**config.mk**
```make
export PLATFORM = sky130hd
export DESIGN_NAME = periph_bus
export DESIGN_NICKNAME = d
export VERILOG_FILES = /design/src/rtl/periph_bus.sv
export SDC_FILE = /design/constraint.sdc
export NUM_CORES = 1
export LEC_CHECK = 0
export ABC_AREA = 1
export CAP_MARGIN = 0
export CORE_ASPECT_RATIO = 0.75
export CORE_MARGIN = 4
export CORE_UTILIZATION = 37
export CTS_CLUSTER_DIAMETER = 30
export DETAILED_ROUTE_END_ITERATION = 10
export PLACE_DENSITY = 0.78
export SLEW_MARGIN = 10
export SYNTH_ARGS = -nofsm -noshare
export SYNTH_HDL_FRONTEND = slang
export SYNTH_SLANG_ARGS = --single-unit
```
**constraint.sdc**
```tcl
create_clock -name CLK_CPU -period 3.6 [get_ports CLK_CPU]
set_clock_uncertainty 0.1 [all_clocks]
set_input_delay 0.72 -clock CLK_CPU [delete_from_list [all_inputs] [get_ports CLK_CPU]]
set_output_delay 0.72 -clock CLK_CPU [all_outputs]
set_load 0.1 [all_outputs]
```
**src/rtl/periph_bus.sv**
```systemverilog
// periph_bus: single-master bus bridge with address decode, per-slave select,
// completion/timeout tracking and a one-cycle response pulse.
module periph_bus #(
  parameter int NUM_SLAVES = 4,
  parameter int ADDR_W = 32,
  parameter int DATA_W = 32,
  parameter int TIMEOUT = 16,
  parameter logic [NUM_SLAVES*ADDR_W-1:0] SLAVE_BASE = {32'h0003_0000, 32'h0002_0000, 32'h0001_0000, 32'h0000_0000},
  parameter logic [NUM_SLAVES*ADDR_W-1:0] SLAVE_MASK = {NUM_SLAVES{32'hFFFF_0000}}
) (
  input  logic                         CLK_CPU,
  input  logic                         resetp,
  input  logic                         m_en,
  input  logic                         m_we,
  input  logic [1:0]                   m_size,
  input  logic [ADDR_W-1:0]            m_addr,
  input  logic [DATA_W-1:0]            m_wdata,
  output logic [DATA_W-1:0]            m_rdata,
  output logic                         m_rvalid,
  output logic                         m_wready,
  output logic                         m_err,
  output logic                         m_busy,
  output logic [NUM_SLAVES-1:0]        s_en,
  output logic                         s_we,
  output logic [1:0]                   s_size,
  output logic [ADDR_W-1:0]            s_addr,
  output logic [DATA_W-1:0]            s_wdata,
  input  logic [NUM_SLAVES*DATA_W-1:0] s_rdata,
  input  logic [NUM_SLAVES-1:0]        s_done
);
  localparam int SW = NUM_SLAVES > 1 ? $clog2(NUM_SLAVES) : 1;
  typedef enum logic [1:0] {IDLE, ACCESS, RESP} state_t;
  state_t r_state, w_next;
  logic [SW-1:0] r_sel, w_idx;
  logic w_hit, w_done, w_tout;
  logic [7:0] r_cnt;
  logic r_err;
  logic [DATA_W-1:0] r_rdata;
  // Scan from the top down so the lowest matching index is the last to win.
  always_comb begin
    w_hit = 1'b0;
    w_idx = '0;
    for (int i = NUM_SLAVES - 1; i >= 0; i--)
      if ((m_addr & SLAVE_MASK[i*ADDR_W +: ADDR_W]) == SLAVE_BASE[i*ADDR_W +: ADDR_W]) begin
        w_hit = 1'b1;
        w_idx = SW'(i);
      end
  end
  assign w_done = s_done[r_sel];
  assign w_tout = r_cnt == 8'(TIMEOUT - 1);
  always_comb begin
    w_next = r_state == IDLE   ? (m_en ? (w_hit ? ACCESS : RESP) : IDLE)
           : r_state == ACCESS ? ((w_done || w_tout) ? RESP : ACCESS)
           : IDLE;
  end
  always_ff @(posedge CLK_CPU or posedge resetp)
    if (resetp) r_state <= IDLE;
    else r_state <= w_next;
  always_ff @(posedge CLK_CPU or posedge resetp) begin
    if (resetp) begin
      r_sel <= '0;
      r_cnt <= '0;
      r_err <= 1'b0;
      r_rdata <= '0;
      s_we <= 1'b0;
      s_size <= '0;
      s_addr <= '0;
      s_wdata <= '0;
    end else if (r_state == IDLE) begin
      if (m_en && w_hit) begin
        r_sel <= w_idx;
        r_cnt <= '0;
        r_err <= 1'b0;
        r_rdata <= '0;
        s_we <= m_we;
        s_size <= m_size;
        s_addr <= m_addr;
        s_wdata <= m_wdata;
      end else if (m_en) begin
        r_err <= 1'b1;
        r_rdata <= '0;
      end
    end else if (r_state == ACCESS) begin
      r_cnt <= r_cnt + 8'd1;
      if (w_done) begin
        r_err <= 1'b0;
        r_rdata <= s_we ? '0 : s_rdata[r_sel*DATA_W +: DATA_W];
      end else if (w_tout) begin
        r_err <= 1'b1;
        r_rdata <= '0;
      end
    end
  end
  assign m_busy = r_state != IDLE;
  assign s_en = (r_state == ACCESS) ? (NUM_SLAVES'(1) << r_sel) : '0;
  assign m_rvalid = r_state == RESP && !r_err && !s_we;
  assign m_wready = r_state == RESP && !r_err && s_we;
  assign m_err = r_state == RESP && r_err;
  assign m_rdata = m_rvalid ? r_rdata : '0;
endmodule

```
Word level (Yosys, flattened, before mapping)
Index checks and enable logic that the tools add are counted.
{ "totals": {"ff_bits": 112, "input_bits": 202, "output_inout_bits": 107, "word_cells": 70} }
{ "op_classes": {"add_sub_neg": 1, "order_cmp": 1, "n_eq_ne": 8, "shift": 2, "n_mux": 33, "n_reduce_logical": 16} }
{ "op_table": {"columns": ["operator", "n"], "rows": [
  ["$mux W32", 8],
  ["$shiftx A128 B8 Y32", 1],
  ["$eq A16 B2 Y1 const B", 2],
  ["$logic_not A32 Y1", 1],
  ["$mux W8", 3],
  ["$mux W2", 9],
  ["$eq A16 B1 Y1 const B", 1],
  ["$mux W1", 11],
  ["$add A8 B1 Y8 const B", 1],
  ["$eq A8 B4 Y1 const B", 1],
  ["$logic_and A1 B1 Y1", 5],
  ["$mux W4", 1],
  ["$reduce_and A2 Y1", 2],
  ["$reduce_bool A2 Y1", 2],
  ["$shl A1 B2 Y4 const A", 1],
  ["$lt A2 B3 Y1 const B", 1],
  ["$ne A3 B2 Y1 const B", 1],
  ["$reduce_and A3 Y1", 1],
  ["$reduce_bool A3 Y1", 1],
  ["$bmux W1 S2", 1],
  ["$eq A2 B1 Y1 const B", 1],
  ["$eq A2 B2 Y1 const B", 1],
  ["$logic_not A1 Y1", 2],
  ["$logic_not A2 Y1", 1],
  ["other kinds (2)", 2]
]} }

Longest topological paths before layout
Gate-level depths: netlist of the first run.
{ "logic_depth": {"ltp_word": 8, "ltp_mapped": 13, "ltp_nobuf": 11} }

Worst setup path before layout of the first run
OpenSTA, ideal clock, no wires.
{ "synth_path": {"path_kind": "register to output", "start": "register s_we", "end": "output m_rdata[10]", "t_arrival_ps": 3999, "t_required_ps": 2780, "setup_slack_ps": -1219, "path_stages_with_launch": 5, "n_path_buf": 1, "path_cell_list": "dfrtp_1 nor2_1 inv_1 clkbuf_1 nor2_1"} }
{ "synth_via": {"elab_chain_cells": 3} }
{ "synth_lines": {"columns": ["element", "line_no", "text"], "rows": [
  ["start: declaration", "24", "output logic s_we,"],
  ["start signal: assignment", "75", "s_we <= m_we;"],
  ["$logic_not A1 Y1", "96", "assign m_rvalid = r_state == RESP && !r_err && !s_we;"],
  ["$logic_and A1 B1 Y1", "96", null],
  ["net m_rvalid", "19", "output logic m_rvalid,"],
  ["$mux W32", "99", "assign m_rdata = m_rvalid ? r_rdata : '0;"],
  ["end: declaration", "18", "output logic [DATA_W-1:0] m_rdata,"]
]} }
The timed path passes the listed nets, and every way through them passes these cells.

Worst setup path after layout of the first run
{ "layout_path": {"start": "register r_state[1]", "end": "output s_en[3]"} }
{ "layout_via": {"elab_chain_cells": 2} }
{ "layout_lines": {"columns": ["element", "line_no", "text"], "rows": [
  ["start: declaration", "33", "state_t r_state, w_next;"],
  ["start signal: assignment", "58", "else r_state <= w_next;"],
  ["$eq A2 B1 Y1", "95", "assign s_en = (r_state == ACCESS) ? (NUM_SLAVES'(1) << r_sel) : '0;"],
  ["$mux W4", "95", null],
  ["end: declaration", "23", "output logic [NUM_SLAVES-1:0] s_en,"]
]} }
No other way between the ends.

==> results of run 1 <==
==> worst max-delay path, stage by stage, from the launching register on <==
cell     delay [ns]
dfrtp_1        0.40
nor2_1         0.43
inv_1          0.36
nor3_1         0.36
buf_12         0.22
==> metrics by stage <==
stage / cell area, um2 / setup TNS (ns) / power (mW)
6_report: 9590 / 0 / 2.62
5_1_grt: 9590 / 0 / 2.73
4_1_cts: 9590 / 0 / 2.66
3_5_place_dp: 9300 / 0 / 1.66
3_3_place_gp: 9300 / 0 / 1.65
2_1_floorplan: 6300 / -1.49 / 1.41
==> cells in the mapped netlist, types with 2 or more instances <==
library cell,number
o21ai_0,5
dfrtp_1,112
nand2_1,351
buf_2,11
inv_1,63
buf_6,17
o21ai_2,20
nor2_1,131
buf_4,2
nor3_1,6
nand3_1,8
o21ai_1,12
inv_2,3
nor2_2,3
clkbuf_1,16
nand2_2,3
nand4_1,9
a21oi_1,66
==> per-layer routing <==
layer,vias up,GRT usage [%],routed length (um)
li1,3152,-,-
met1,2819,25.5,8130
met2,239,34.7,9490
met3,16,7.70,2100
met4,0,4.26,189
met5,-,0,0
==> worst paths after layout <==
| path | to | cells after the start |
|---|---|---|
| min in group asynchronous | s_addr[25] | 2 |
| min | s_addr[11] | 2 |
| max reg2reg | r_rdata[27] | 11 |
| min reg2reg | s_addr[11] | 2 |
| max | s_en[3] | 4 |
| max in group asynchronous | r_rdata[3] | 3 |
==> flip-flops by register name, indices dropped and copies added, names as in the netlist <==
name     count
r_rdata     32
s_addr      32
s_wdata     32
r_cnt        8
r_sel        2
r_state      2
s_size       2
r_err        1
s_we         1
==> logic make-up (layout without fill, tap and decap cells) <==
family / after synthesis / count (layout) / synth area share, %
AO/OA/AOI/OAI: 104 / 104 / 9.87
XOR/XNOR: 1 / 1 / 0.145
adder cells (fa/ha/maj): 1 / 1 / 0.206
buffers and inverters: 116 / 401 / 9.79
flip-flops: 112 / 112 / 46.2
AND/OR/NAND/NOR: 517 / 517 / 33.8
==> layout make-up <==
type	count	area, um2	area share (%)
Timing Repair Buffer	317	3060	31.9
Multi-Input combinational cell	623	2900	30.2
Sequential cell	112	2800	29.2
Inverter	68	268	2.79
Tap cell	210	263	2.74
Clock buffer	12	256	2.68
Clock inverter	4	35.0	0.365
==> layout by cell type (no fill, tap or decap), types with 5 or more instances in the layout <==
cell / n
a21oi_1: 66
buf_12: 5
buf_4: 64
clkbuf_16: 9
clkdlybuf4s50_1: 248
dfrtp_1: 111
inv_1: 61
nand2_1: 351
nand3_1: 8
nand4_1: 9
nor2_1: 98
nor2_2: 6
nor2_4: 31
nor3_1: 6
o21ai_0: 5
o21ai_1: 12
o21ai_2: 20
==> power breakdown <==
group	switching, mW	internal (mW)
logic	0.139	0.227
registers	0.00232	1.26
clock network	0.475	0.516
==> flow_summary.ini, run 1 <==
[status]
outcome = completed

[layout]
area_growth_syn_to_layout_pct = 58.2
n_antenna_cell = 0
nFillCells = 1475
nets = 1334
final_cell_count_no_fill = 1346
final_core_util_pct = 59.9
drive_gt1_share_pct = 13.7

[route]
drc_errors = 0
antenna_left = 0
avgRoutedWirePerCell_um = 14.8
drt_iter0_drc = 341
wl_um = 19900
viasPerCell = 4.63
routed-via-count = 6226
drtPass1Iterations = 4

[yosys]
yosysTopAreaCell = dfrtp_1
synth_top_area_share_pct = 46.2
syn_inst = 851
yosys_warnings = 0
async_reset_ff_share_pct = 100
synth_edf_count = 0
yosys.cell_types.count = 31
syn_area_per_cell_um2 = 7.12
ys.flop_type = dfrtp_1
seq_area_frac_synth_pct = 46.2
synth-seq-cells = 112
syn_area_um2 = 6060
syn_nets = 1054
netlist_top_cells_area = dfrtp_1, nand2_1, nor2_1

[timing]
rsz0062_at_grt = false
drv_slew = 0
slew_headroom_pct = 32.7
final-setup-viol-count = 0
fin_ws_ns = 0.661
min_period_over_period_pct = 81.6
final-hold-violation-count = 0
whs_ns = 0.372
tightest_slew_ns = 1.01
fin_crit_ns = 2.94
fmax_mhz = 340

[placement]
dp_worst_setup_slack_ns = 0.777
port_buffers = 308
dp_cells = 1330
gp_congestion = 0.817
hpwl_um = 14800

[die]
core-area_um2 = 16000
ios = 309
placementRows = 40
initial_core_util_pct = 37.8
dieArea_um2 = 18500
die_h_um = 119
die_w_um = 156

[global_routing]
antenna_found_initial = 0
grt_pass1_vias = 6010
gr-total-overflow = 0
grt_pass1_wl_um = 30700
grt_max_degree = 70
gr-usage-all-layers_pct = 20.7

[worst_setup_path]
start_kind = register
reg2reg_from = r_sel[0]
crit_path_max_fanout = 15
end_kind = output pin
critPathKind = reg2out
cp_data_arrival_time_ns = 2.12
startpoint = r_state[1]
ff2ff_setup_slack_ns = 1.34
crit_required_ns = 2.78

[clock_network]
tritoncts = done
cts_resized = 0
numClockSinks = 112
root_buffer = clkbuf_16
insertion_delay_ns = 0.35
ctsHoldBuffers = 0
cts_max_level = 3
postCtsSetupBuffers = 0
cts.clk_slew.worst_paths_ns = 0.07
numCtsBuffers = 9
cts_buffer_depth = 2

[hold_path]
min_from = s_addr[11]
min_path_type = reg2reg

[power]
leakage_nw = 4.51
vdd_drop_max_v = 0.000233
power_density_nw_per_um2 = 273

[flow_run]
maxCapViolCount = 0
Note: power is estimated with default switching activity, not from simulation.
==> run 2: changes to the inputs <==
==> constraint.sdc (replaced) <==
create_clock -name CLK_CPU -period 2.6 [get_ports CLK_CPU]
set_clock_uncertainty 0.1 [all_clocks]
set_input_delay 0.52 -clock CLK_CPU [delete_from_list [all_inputs] [get_ports CLK_CPU]]
set_output_delay 0.52 -clock CLK_CPU [all_outputs]
set_load 0.1 [all_outputs]
==> run 2 against run 1 <==
Net effect:
- via count increased by 1.1%
- critical path type unchanged
- core utilization rose by 3.2 points
- register-to-register slack got worse by 0.79 ns
- count of clock-buffer cells in the layout down 3
==> flow_summary.ini, run 2 (same netlist as run 1, synthesis figures left out) <==
[status]
outcome = completed

[clock_network]
cts.clk_slew.worst_paths_ns = 0.08
cts_buffer_depth = 2
insertion_delay_ns = 0.35
numClockSinks = 112
root_buffer = clkbuf_16
postCtsSetupBuffers = 0
cts_max_level = 3
numCtsBuffers = 9
ctsHoldBuffers = 0
tritoncts = done

[layout]
area_growth_syn_to_layout_pct = 66.7
register_area_um2 = 2810
final_cell_mix = nand2_1, clkdlybuf4s50_1, dfrtp_1, nor2_1, buf_4
nets = 1343
final_core_util_pct = 63.1
multi_input_area_um2 = 2960
nFillCells = 1415
final_common_cell = nand2_1
reg_top3 = r_rdata (32), s_addr (32), s_wdata (32)
n_antenna_cell = 0
drive_gt1_share_pct = 19.1

[die]
initial_core_util_pct = 37.8
core-area_um2 = 16000
die_h_um = 119
ios = 309
placementRows = 40
dieArea_um2 = 18500
die_w_um = 156

[worst_setup_path]
critPathKind = reg2out
end_kind = output pin
crit_path_max_fanout = 32
crit_required_ns = 1.98
ff2ff_setup_slack_ns = 0.55
cp_data_arrival_time_ns = 1.85
reg2reg_from = r_sel[0]
start_kind = register
r2r_end = r_rdata[23]
r2r_cells = 11

[timing]
slew_headroom_pct = 65.0
fin_crit_ns = 2.47
drv_slew = 0
fmax_mhz = 405
min_period_over_period_pct = 94.9
final-setup-viol-count = 0
tightest_slew_ns = 0.525
rsz0062_at_grt = false
final-hold-violation-count = 0

[power]
p_comb_share_pct = 14.3
vdd_drop_max_v = 0.000308
clkPwrFrac_pct = 37.4
power.internal_mw = 2.74
sequentialPowerShare_pct = 48.3
power_mw = 3.62
leakage_nw = 4.77
swShare_pct = 24.2
p_sw_uw = 877
power_density_nw_per_um2 = 358

[route]
wl_um = 20600
viasPerCell = 4.65
drt_iter0_drc = 394
routed-via-count = 6296
avgRoutedWirePerCell_um = 15.2
antenna_left = 0
drtPass1Iterations = 5
drc_errors = 0

[global_routing]
antenna_found_initial = 0
grt_max_degree = 54
gr-total-overflow = 0
grt_pass1_wl_um = 32400
grt_pass1_vias = 6315
gr-usage-all-layers_pct = 21.6

[placement]
port_buffers = 308
hpwl_um = 15900
gp_congestion = 0.814

[hold_path]
min_path_type = reg2reg
min_from = s_addr[4]
hold_depth = 2
worstHoldEndpoint = s_addr[4]

[flow_run]
maxCapViolCount = 0
==> run 2: cell count changes in the layout (fill, tap and decap cells not counted), moves of 2 or more <==
cell / delta
nor3_1: -5
inv_6: +2
buf_12: +40
nor2_4: +2
clkdlybuf4s50_1: -47
clkbuf_8: -2
clkinvlp_4: -2
nor3_4: +4
buf_4: +16
==> run 2: worst max-delay path by stage <==
stage                          start     endpoint  slack [ns]  depth (start not counted)
after floorplan                 s_we  m_rdata[10]       -0.36                          4
after global placement         r_err  m_rdata[10]        0.31                          6
after detailed placement  m_addr[18]   s_addr[12]        0.24                          9
after CTS                      r_err  m_rdata[10]        0.05                          6
after global routing      r_state[0]  m_rdata[10]        0.01                          6
final                          r_err  m_rdata[10]        0.13                          6
==> run 2: power groups by stage <==
| stage | sequential [mW] | clock [mW] | combinational [mW] |
|---|---|---|---|
| floorplan | 1.79 | 0 | 0.161 |
| global placement | 1.78 | 0 | 0.517 |
| detailed placement | 1.78 | 0 | 0.520 |
| CTS | 1.75 | 1.40 | 0.523 |
| global route | 1.75 | 1.47 | 0.561 |
| finish | 1.75 | 1.35 | 0.517 |
==> run 2: through the flow <==
| step | setup TNS, ns | hold WS [ns] | cells | setup slack (ns) | instance area (um2) |
|---|---|---|---|---|---|
| after floorplan | -3.02 | 0.376 | 851 | -0.361 | 6400 |
| after global placement | 0 | 0.356 | 1339 | 0.313 | 9810 |
| after detailed placement | 0 | 0.361 | 1339 | 0.241 | 9810 |
| after CTS | 0 | 0.380 | 1354 | 0.0496 | 10100 |
| after global routing | 0 | 0.403 | 1354 | 0.0128 | 10100 |
| final | 0 | 0.378 | 1354 | 0.132 | 10100 |
==> run 2: layer usage <==
metal	wire length, um	up-vias	part of all wire [%]	track usage (%)
met5	0	-	0	0
met4	170	0	0.83	3.88
met3	1860	11	9.0	7.77
met2	9870	215	48	36.7
met1	8650	2891	42	26.7
li1	-	3179	-	-
==> run 2: cell type report <==
type                            instances  share of cell area (%)
Inverter                               68                    2.71
Multi-Input combinational cell        623                    29.3
Clock inverter                          6                   0.619
Sequential cell                       112                    27.8
Clock buffer                            9                    2.23
Timing Repair Buffer                  326                    34.8
Tap cell                              210                    2.60
==> run 2: worst max-delay path, stage by stage, from the launching register on <==
cell	delay, ns
dfrtp_1	0.39
inv_1	0.08
nand3_1	0.17
nor2_4	0.24
inv_8	0.21
nor2_2	0.19
buf_12	0.19
==> run 2: timing repair <==
item / 4_1_cts / 5_1_grt
endpoints found under the setup margin: 32 / 7
gates resized for setup: 1 / 2
hold endpoints to repair: 0 / 0
